### src/rtl/eccdh3des_host_seq.sv
// Host-side session sequencer for the ECC-DH/3DES core.
// Runs: ECC phase 1 -> peer key exchange -> ECC phase 2 -> 3DES key load -> N data blocks.
// Core results have no backpressure, so they land in an output FIFO and input blocks
// are only accepted while a FIFO slot is reserved for their result (credit control).
// Optional build macro HOST_SEQ_TIMEOUT_EN adds a watchdog on the core wait states
// and the sticky timeout_err output.
module eccdh3des_host_seq #(
    parameter int FIFO_DEPTH  = 8,
    parameter int CNT_W       = 16,
    parameter int TIMEOUT_CYC = 1048576
) (
    input  logic             clk,
    input  logic             n_rst,
    input  logic             go,
    input  logic             cfg_encrypt,
    input  logic [CNT_W-1:0] cfg_blocks,
    output logic             busy,
    output logic             sess_done,
    output logic             pub_ready,
    input  logic             peer_ok,
    input  logic [63:0]      in_data,
    input  logic             in_valid,
    output logic             in_ready,
    output logic [63:0]      out_data,
    output logic             out_valid,
    input  logic             out_ready,
    output logic             ecc1_start,
    output logic             ecc2_start,
    output logic             des_start,
    input  logic             ecc1_done,
    input  logic             ecc2_done,
    input  logic             des_done,
    output logic [63:0]      raw_data,
    output logic             data_valid_in,
    output logic             is_encrypt,
    input  logic [63:0]      encrypted_data,
    input  logic             data_valid_out
`ifdef HOST_SEQ_TIMEOUT_EN
    ,
    output logic             timeout_err
`endif
);
    localparam int AW = $clog2(FIFO_DEPTH);
    localparam int CW = AW + 1;
    localparam logic [CW:0] DEPTH_V = (CW+1)'(FIFO_DEPTH);

    typedef enum logic [3:0] {
        IDLE, E1_GO, E1_WAIT, XCHG, E2_GO, E2_WAIT, D_GO, D_WAIT, STREAM, FIN
    } state_t;

    typedef struct packed {
        logic             enc;
        logic [CNT_W-1:0] blocks;
    } cfg_t;

    state_t state, state_nxt;
    cfg_t   cfg;

    logic [2:0]       done_q;
    logic [2:0]       rise;
    logic [CNT_W-1:0] sent, recv;
    logic [CW-1:0]    inflight;
    logic [CW-1:0]    count;
    logic [AW-1:0]    wptr, rptr;
    logic [FIFO_DEPTH-1:0][63:0] mem;

    logic push, pop, accept, full, credit_ok, last_push, stream_end, go_acc;

    // Only a fresh rising edge of a done level can advance a wait state.
    assign rise       = {des_done, ecc2_done, ecc1_done} & ~done_q;
    assign go_acc     = (state == IDLE) && go;
    assign push       = data_valid_out && (state == STREAM);
    assign pop        = out_valid && out_ready;
    assign accept     = in_valid && in_ready;
    assign full       = (count == CW'(FIFO_DEPTH));
    assign credit_ok  = ({1'b0, count} + {1'b0, inflight}) < DEPTH_V;
    assign last_push  = push && (({1'b0, recv} + 1'b1) == {1'b0, cfg.blocks});
    assign stream_end = (recv == cfg.blocks) || last_push;
    assign out_valid  = (count != '0);
    assign out_data   = mem[rptr];
    assign is_encrypt = cfg.enc;

`ifdef HOST_SEQ_TIMEOUT_EN
    localparam int TW = $clog2(TIMEOUT_CYC + 1);
    logic [TW-1:0] tmo_cnt;
    logic          in_wait, tmo_hit;
    assign in_wait = (state == E1_WAIT) || (state == E2_WAIT) || (state == D_WAIT);
    assign tmo_hit = in_wait && (tmo_cnt == TW'(TIMEOUT_CYC - 1));

    // Watchdog: counts cycles spent in the current wait state, restarts on every state change.
    always_ff @(posedge clk or negedge n_rst) begin
        if (!n_rst) begin
            tmo_cnt     <= '0;
            timeout_err <= 1'b0;
        end else begin
            if (state_nxt != state) tmo_cnt <= '0;
            else if (in_wait)       tmo_cnt <= tmo_cnt + 1'b1;
            if (go_acc)       timeout_err <= 1'b0;
            else if (tmo_hit) timeout_err <= 1'b1;
        end
    end
`endif

    // State register.
    always_ff @(posedge clk or negedge n_rst) begin
        if (!n_rst) state <= IDLE;
        else        state <= state_nxt;
    end

    // Next-state and state-decoded control outputs.
    always_comb begin
        state_nxt  = state;
        busy       = (state != IDLE) && (state != FIN);
        sess_done  = (state == FIN);
        pub_ready  = (state == XCHG);
        ecc1_start = (state == E1_GO);
        ecc2_start = (state == E2_GO);
        des_start  = (state == D_GO);
        in_ready   = (state == STREAM) && (sent < cfg.blocks) && credit_ok;
        case (state)
            IDLE:    if (go)      state_nxt = E1_GO;
            E1_GO:                state_nxt = E1_WAIT;
            E1_WAIT: if (rise[0]) state_nxt = XCHG;
            XCHG:    if (peer_ok) state_nxt = E2_GO;
            E2_GO:                state_nxt = E2_WAIT;
            E2_WAIT: if (rise[1]) state_nxt = D_GO;
            D_GO:                 state_nxt = D_WAIT;
            D_WAIT:  if (rise[2]) state_nxt = (cfg.blocks == '0) ? FIN : STREAM;
            STREAM:  if (stream_end) state_nxt = FIN;
            FIN:                  state_nxt = IDLE;
            default:              state_nxt = IDLE;
        endcase
`ifdef HOST_SEQ_TIMEOUT_EN
        if (tmo_hit) state_nxt = FIN;
`endif
    end

    // Session config latch, block counters, credit bookkeeping and core input strobe.
    always_ff @(posedge clk or negedge n_rst) begin
        if (!n_rst) begin
            done_q        <= '0;
            cfg           <= '0;
            sent          <= '0;
            recv          <= '0;
            inflight      <= '0;
            raw_data      <= '0;
            data_valid_in <= 1'b0;
        end else begin
            done_q        <= {des_done, ecc2_done, ecc1_done};
            data_valid_in <= accept;
            if (accept) raw_data <= in_data;
            if (go_acc) begin
                cfg      <= '{enc: cfg_encrypt, blocks: cfg_blocks};
                sent     <= '0;
                recv     <= '0;
                inflight <= '0;
            end else begin
                if (accept) sent <= sent + 1'b1;
                if (push)   recv <= recv + 1'b1;
                case ({accept, push})
                    2'b10:   inflight <= inflight + 1'b1;
                    2'b01:   inflight <= inflight - 1'b1;
                    default: inflight <= inflight;
                endcase
            end
        end
    end

    // Output FIFO; contents survive session end and remain poppable from IDLE.
    always_ff @(posedge clk or negedge n_rst) begin
        if (!n_rst) begin
            mem   <= '0;
            wptr  <= '0;
            rptr  <= '0;
            count <= '0;
        end else begin
            if (push) begin
                mem[wptr] <= encrypted_data;
                wptr      <= wptr + 1'b1;
            end
            if (pop) rptr <= rptr + 1'b1;
            case ({push, pop})
                2'b10:   count <= count + 1'b1;
                2'b01:   count <= count - 1'b1;
                default: count <= count;
            endcase
        end
    end

    // A push into a full FIFO without a matching pop means the credit scheme is broken.
    fifo_no_overflow: assert property (@(posedge clk) disable iff (!n_rst) !(push && full && !pop));

endmodule

### config.mk
export PLATFORM = sky130hd
export DESIGN_NAME = eccdh3des_host_seq
export DESIGN_NICKNAME = d
export VERILOG_FILES = /design/src/rtl/eccdh3des_host_seq.sv
export SDC_FILE = /design/constraint.sdc
export NUM_CORES = 1
export LEC_CHECK = 0
export ABC_AREA = 1
export CORE_ASPECT_RATIO = 0.6
export CORE_MARGIN = 2
export CORE_UTILIZATION = 40
export CTS_CLUSTER_SIZE = 30
export DETAILED_ROUTE_END_ITERATION = 6
export MAX_ROUTING_LAYER = met4
export PLACE_DENSITY = 0.71
export RECOVER_POWER = 100
export SYNTH_ARGS = -nofsm -noshare
export SYNTH_HDL_FRONTEND = slang
export SYNTH_SLANG_ARGS = --single-unit
### constraint.sdc
create_clock -name clk -period 3 [get_ports clk]
set_input_delay 0.3 -clock clk [delete_from_list [all_inputs] [get_ports clk]]
set_output_delay 0.3 -clock clk [all_outputs]
set_load 0.1 [all_outputs]
==> report_table.html <==
<table>
<tr><th>Metric</th><th>Value</th></tr>
<tr><th colspan="2">Outcome</th></tr>
<tr><td>Result of the run</td><td>finished with violations</td></tr>
<tr><td>Violations in the final reports</td><td>capacitance limit, slew limit</td></tr>
<tr><th colspan="2">Worst setup path</th></tr>
<tr><td>Worst r2r path cells</td><td>14</td></tr>
<tr><td>Worst setup SP type</td><td>register</td></tr>
<tr><td>Worst setup path start</td><td>rptr[0]</td></tr>
<tr><td>Arrival time reported for the critical path endpoint</td><td>2.63 ns</td></tr>
<tr><td>Worst stage delay on the critical path</td><td>0.53 ns</td></tr>
<tr><td>Required time at the worst-slack endpoint</td><td>2.70 ns</td></tr>
<tr><td>Worst setup path category</td><td>reg2out</td></tr>
<tr><td>Crit. End Element</td><td>output port</td></tr>
<tr><td>Reg-to-reg endpoint</td><td>inflight[3]</td></tr>
<tr><td>Peak fanout along the critical path</td><td>104</td></tr>
<tr><td>Worst reg2reg setup slack</td><td>0.26 ns</td></tr>
<tr><td>Worst-path cell chain</td><td>buf_12 -&gt; o21ai_0 -&gt; o22ai_1 -&gt; nor2_1 -&gt; a31oi_2 -&gt; buf_12</td></tr>
<tr><td>Slowest stage cell on the critical path</td><td>sky130_fd_sc_hd__dfrtp_4</td></tr>
<tr><td>Crit Reg-Reg Startpoint</td><td>inflight[3]</td></tr>
<tr><td>Cell with the most instances on the worst path</td><td>sky130_fd_sc_hd__buf_12</td></tr>
<tr><th colspan="2">Min path</th></tr>
<tr><td>Hold WC Path Type</td><td>in2reg</td></tr>
<tr><td>Hold Crit Start</td><td>in_data[12]</td></tr>
<tr><td>Cell depth of the worst hold path</td><td>3</td></tr>
<tr><td>Hold-critical path endpoint</td><td>raw_data[12]</td></tr>
<tr><th colspan="2">GRT</th></tr>
<tr><td>Maximum number of pins on one net before global-route repair</td><td>116</td></tr>
<tr><td>Vias in the first global route</td><td>24100</td></tr>
<tr><td>Initial antenna violation count</td><td>1</td></tr>
<tr><td>GRT Resource Usage Total</td><td>0.225</td></tr>
<tr><td>Global-route wire length before repair</td><td>134000 um</td></tr>
<tr><td>Overflow left after global routing</td><td>0</td></tr>
<tr><th colspan="2">Cells and area</th></tr>
<tr><td>Fraction of layout instances using a drive strength above 1</td><td>0.104</td></tr>
<tr><td>Final Instance Count excl. Fillers</td><td>4769</td></tr>
<tr><td>Layout Area Growth over Synthesis</td><td>24.0%</td></tr>
<tr><td>Layout Nets</td><td>3928</td></tr>
<tr><th colspan="2">CTS</th></tr>
<tr><td>TritonCTS Sinks</td><td>647</td></tr>
<tr><td>Cts bufs inserted</td><td>61</td></tr>
<tr><td>Worst-Skew Late Latency</td><td>0.65 ns</td></tr>
<tr><td>TritonCTS clock tree</td><td>built</td></tr>
<tr><td>Clock Tree Buf Depth</td><td>3</td></tr>
<tr><td>Clock transition time at the flip-flop clock pins of the worst setup and hold paths</td><td>0.06 ns</td></tr>
<tr><td>Master cell of the clock root buffer</td><td>sky130_fd_sc_hd__clkbuf_16</td></tr>
<tr><td>Number of levels the H-tree was split into</td><td>2</td></tr>
<tr><th colspan="2">Pwr</th></tr>
<tr><td>Reported leakage power</td><td>0.0167 uW</td></tr>
<tr><td>Highest ir drop seen on vdd</td><td>1.05 mV</td></tr>
<tr><td>Power per cell area</td><td>1180 nW/um^2</td></tr>
<tr><td>Overall power consumption</td><td>42800 uW</td></tr>
<tr><th colspan="2">Synth</th></tr>
<tr><td>Synth Instances</td><td>3552</td></tr>
<tr><td>Most used standard cell by instance count after synthesis</td><td>sky130_fd_sc_hd__nand2_1</td></tr>
<tr><td>Post-synthesis sequential element count</td><td>647</td></tr>
<tr><td>Count of unique library cells instantiated by Yosys</td><td>40</td></tr>
<tr><td>Sequential-to-total area share from yosys stat</td><td>0.553</td></tr>
<tr><td>YS warnings</td><td>0</td></tr>
<tr><td>Top cell types by occurrence after synthesis</td><td>sky130_fd_sc_hd__nand2_1, sky130_fd_sc_hd__o21ai_0, sky130_fd_sc_hd__dfrtp_1</td></tr>
<tr><td>Async S/R FF share, synth</td><td>1.00</td></tr>
<tr><td>Prevailing post-synth register cell</td><td>sky130_fd_sc_hd__dfrtp_1</td></tr>
<tr><td>Mean instance size in the synthesized netlist</td><td>8.24 um^2</td></tr>
<tr><td>Post-Syn Area</td><td>29300 um^2</td></tr>
<tr><td>Synthesized netlist net count</td><td>3736</td></tr>
<tr><td>Post-synth EDFFs</td><td>0</td></tr>
<tr><td>Cell taking the most area after synthesis</td><td>sky130_fd_sc_hd__dfrtp_1</td></tr>
<tr><td>Yosys top cell area share</td><td>0.553</td></tr>
<tr><td>Synth top area cells</td><td>sky130_fd_sc_hd__dfrtp_1, sky130_fd_sc_hd__o21ai_0, sky130_fd_sc_hd__nand2_1, sky130_fd_sc_hd__nor2_1, sky130_fd_sc_hd__clkbuf_1</td></tr>
<tr><th colspan="2">Timing</th></tr>
<tr><td>Skew final</td><td>0.0272 ns</td></tr>
<tr><td>Worst slew margin relative to its limit</td><td>-0.186</td></tr>
<tr><td>Post-route minimum period</td><td>2.93 ns</td></tr>
<tr><td>Final setup vio count</td><td>0</td></tr>
<tr><td>Endpoints failing hold</td><td>0</td></tr>
<tr><td>Tcrit/Tclk final</td><td>0.977</td></tr>
<tr><td>Final Hold Slack</td><td>0.183 ns</td></tr>
<tr><td>Maximum clock rate</td><td>341 MHz</td></tr>
<tr><td>Setup repair after global routing missed its margin</td><td>yes</td></tr>
<tr><td>Fin. max-slew vios</td><td>60</td></tr>
<tr><td>Worst-margin pin slew</td><td>1.78 ns</td></tr>
<tr><th colspan="2">Detailed routing</th></tr>
<tr><td>Vias/cell</td><td>5.22</td></tr>
<tr><td>Drt total wl</td><td>82200 um</td></tr>
<tr><td>Initial detailed-routing violation count</td><td>2130</td></tr>
<tr><td>Total vias in the final route</td><td>24900</td></tr>
<tr><td>Antenna Violating Nets Remaining</td><td>0</td></tr>
<tr><td>Detailed-route DRC error count</td><td>0</td></tr>
<tr><td>Drt first pass iters</td><td>5</td></tr>
<tr><td>Routed wire per std cell</td><td>17.2 um</td></tr>
<tr><th colspan="2">Placed design</th></tr>
<tr><td>DP Wirelength</td><td>49800 um</td></tr>
<tr><td>Placed cell count</td><td>4653</td></tr>
<tr><td>Port Buffer Count</td><td>292</td></tr>
<tr><td>GP Congestion</td><td>0.954</td></tr>
<tr><th colspan="2">Floorplanning</th></tr>
<tr><td>Area of the die</td><td>75500 um^2</td></tr>
<tr><td>Number of primary I/O pins</td><td>293</td></tr>
<tr><td>Die Y</td><td>214 um</td></tr>
<tr><td>Starting density of the core</td><td>0.406</td></tr>
<tr><td>Number of standard-cell rows in the floorplan</td><td>76</td></tr>
<tr><td>Chip width</td><td>353 um</td></tr>
<tr><td>CORE AREA</td><td>72100 um^2</td></tr>
<tr><th colspan="2">Job</th></tr>
<tr><td>Max capacitance violation total</td><td>1</td></tr>
</table>
[how the worst max path moves through the flow]
| stage | end | depth (start not counted) |
|---|---|---|
| global route | out_data[36] | 6 |
| detailed placement | raw_data[62] | 17 |
| global placement | raw_data[22] | 15 |
| floorplan | busy | 5 |
| CTS | out_data[52] | 7 |
| finish | out_data[38] | 6 |
[layout make-up]
type / instances / area (um^2)
fillers: 6724 / 35800
repair buffers: 364 / 4250
clock inverters: 30 / 329
inverters: 158 / 616
clock buffers: 82 / 1720
flip-flops and latches: 647 / 16200
diodes: 1 / 2.50
well taps: 975 / 1220
multi-input cells: 2512 / 12000
[per-stage QoR]
stage / TNS [ns] / worst slack [ns] / cell area [um^2] / util
finish: 0 / 0.0695 / 36300 / 0.504
floorplan: -0.000661 / -0.000661 / 29700 / -
CTS: 0 / 0.0357 / 36300 / 0.504
global placement: 0 / 0.259 / 34300 / 0.475
detailed placement: 0 / 0.191 / 34300 / 0.475
global route: -0.237 / -0.0416 / 36300 / 0.504
[cells in the final DEF (no fill, tap or decap), types with 3 or more instances in the layout]
master,count
sky130_fd_sc_hd__clkdlybuf4s50_1,155
sky130_fd_sc_hd__nor4_1,10
sky130_fd_sc_hd__dfrtp_1,645
sky130_fd_sc_hd__nor2_1,506
sky130_fd_sc_hd__a22oi_1,4
sky130_fd_sc_hd__o21ai_0,805
sky130_fd_sc_hd__inv_1,152
sky130_fd_sc_hd__a31oi_2,63
sky130_fd_sc_hd__inv_6,3
sky130_fd_sc_hd__clkbuf_8,11
sky130_fd_sc_hd__xor2_1,23
sky130_fd_sc_hd__dlygate4sd3_1,4
sky130_fd_sc_hd__nand3_1,46
sky130_fd_sc_hd__buf_6,3
sky130_fd_sc_hd__buf_12,85
sky130_fd_sc_hd__clkinv_4,3
sky130_fd_sc_hd__bufinv_16,6
sky130_fd_sc_hd__clkinvlp_4,4
sky130_fd_sc_hd__xnor2_1,11
sky130_fd_sc_hd__a21oi_1,9
sky130_fd_sc_hd__o21ai_1,9
sky130_fd_sc_hd__clkbuf_16,62
sky130_fd_sc_hd__ha_1,27
sky130_fd_sc_hd__clkbuf_1,11
sky130_fd_sc_hd__nor3_1,17
sky130_fd_sc_hd__o22ai_1,68
sky130_fd_sc_hd__nand2_1,862
sky130_fd_sc_hd__buf_4,109
sky130_fd_sc_hd__clkbuf_2,3
sky130_fd_sc_hd__nand2_4,4
sky130_fd_sc_hd__nand4_1,17
sky130_fd_sc_hd__nand3_4,5
sky130_fd_sc_hd__clkinv_2,15
[flip-flops by register name, indices dropped and copies added, names as in the netlist]
name,flops
count,4
wptr,3
cfg,16
state,4
inflight,4
raw_data,64
is_encrypt,1
done_q,3
data_valid_in,1
recv,16
rptr,3
sent,16
mem,512
[per-layer routing]
metal	wire, um	GRT usage	share of wire	up-vias
li1	-	-	-	12100
met1	40000	0.326	0.49	11900
met2	35200	0.328	0.43	786
met3	5010	0.0363	0.061	121
met4	1960	0.0637	0.024	0
met5	0	-	0	-
[power breakdown]
part / switching, uW / internal [uW] / leakage, uW / total, uW
clock network: 3510 / 4520 / 0.00101 / 8030
registers: 1150 / 10500 / 0.00885 / 11600
logic: 15900 / 7220 / 0.00688 / 23100
total: 20600 / 22200 / 0.0167 / 42800
[cell families (layout without fill, tap and decap cells)]
logic type	Yosys count	in the layout	synth area share
adder cells (fa/ha/maj)	29	29	0.0129
AO/OA/AOI/OAI	973	973	0.174
flip-flops	647	647	0.553
buffers and inverters	393	634	0.0544
AND/OR/NAND/NOR	1476	1476	0.196
XOR/XNOR	34	34	0.0102
other	0	1	0
[critical path, delay by kind of cell (launching register included)]
kind            cells  cell delay (ns)
compound gates      3             0.68
buf+inv             2             0.64
flops               1             0.53
simple gates        1             0.07
[repair_timing]
action,CTS,global route
hold buffers,1,0
hold endpoints to repair,51,0
resized for setup,1,14
pin swaps,0,2
setup buffers,0,1
gates cloned,0,1
setup endpoints to repair,4,78
Note: power is estimated with default switching activity, not from simulation.
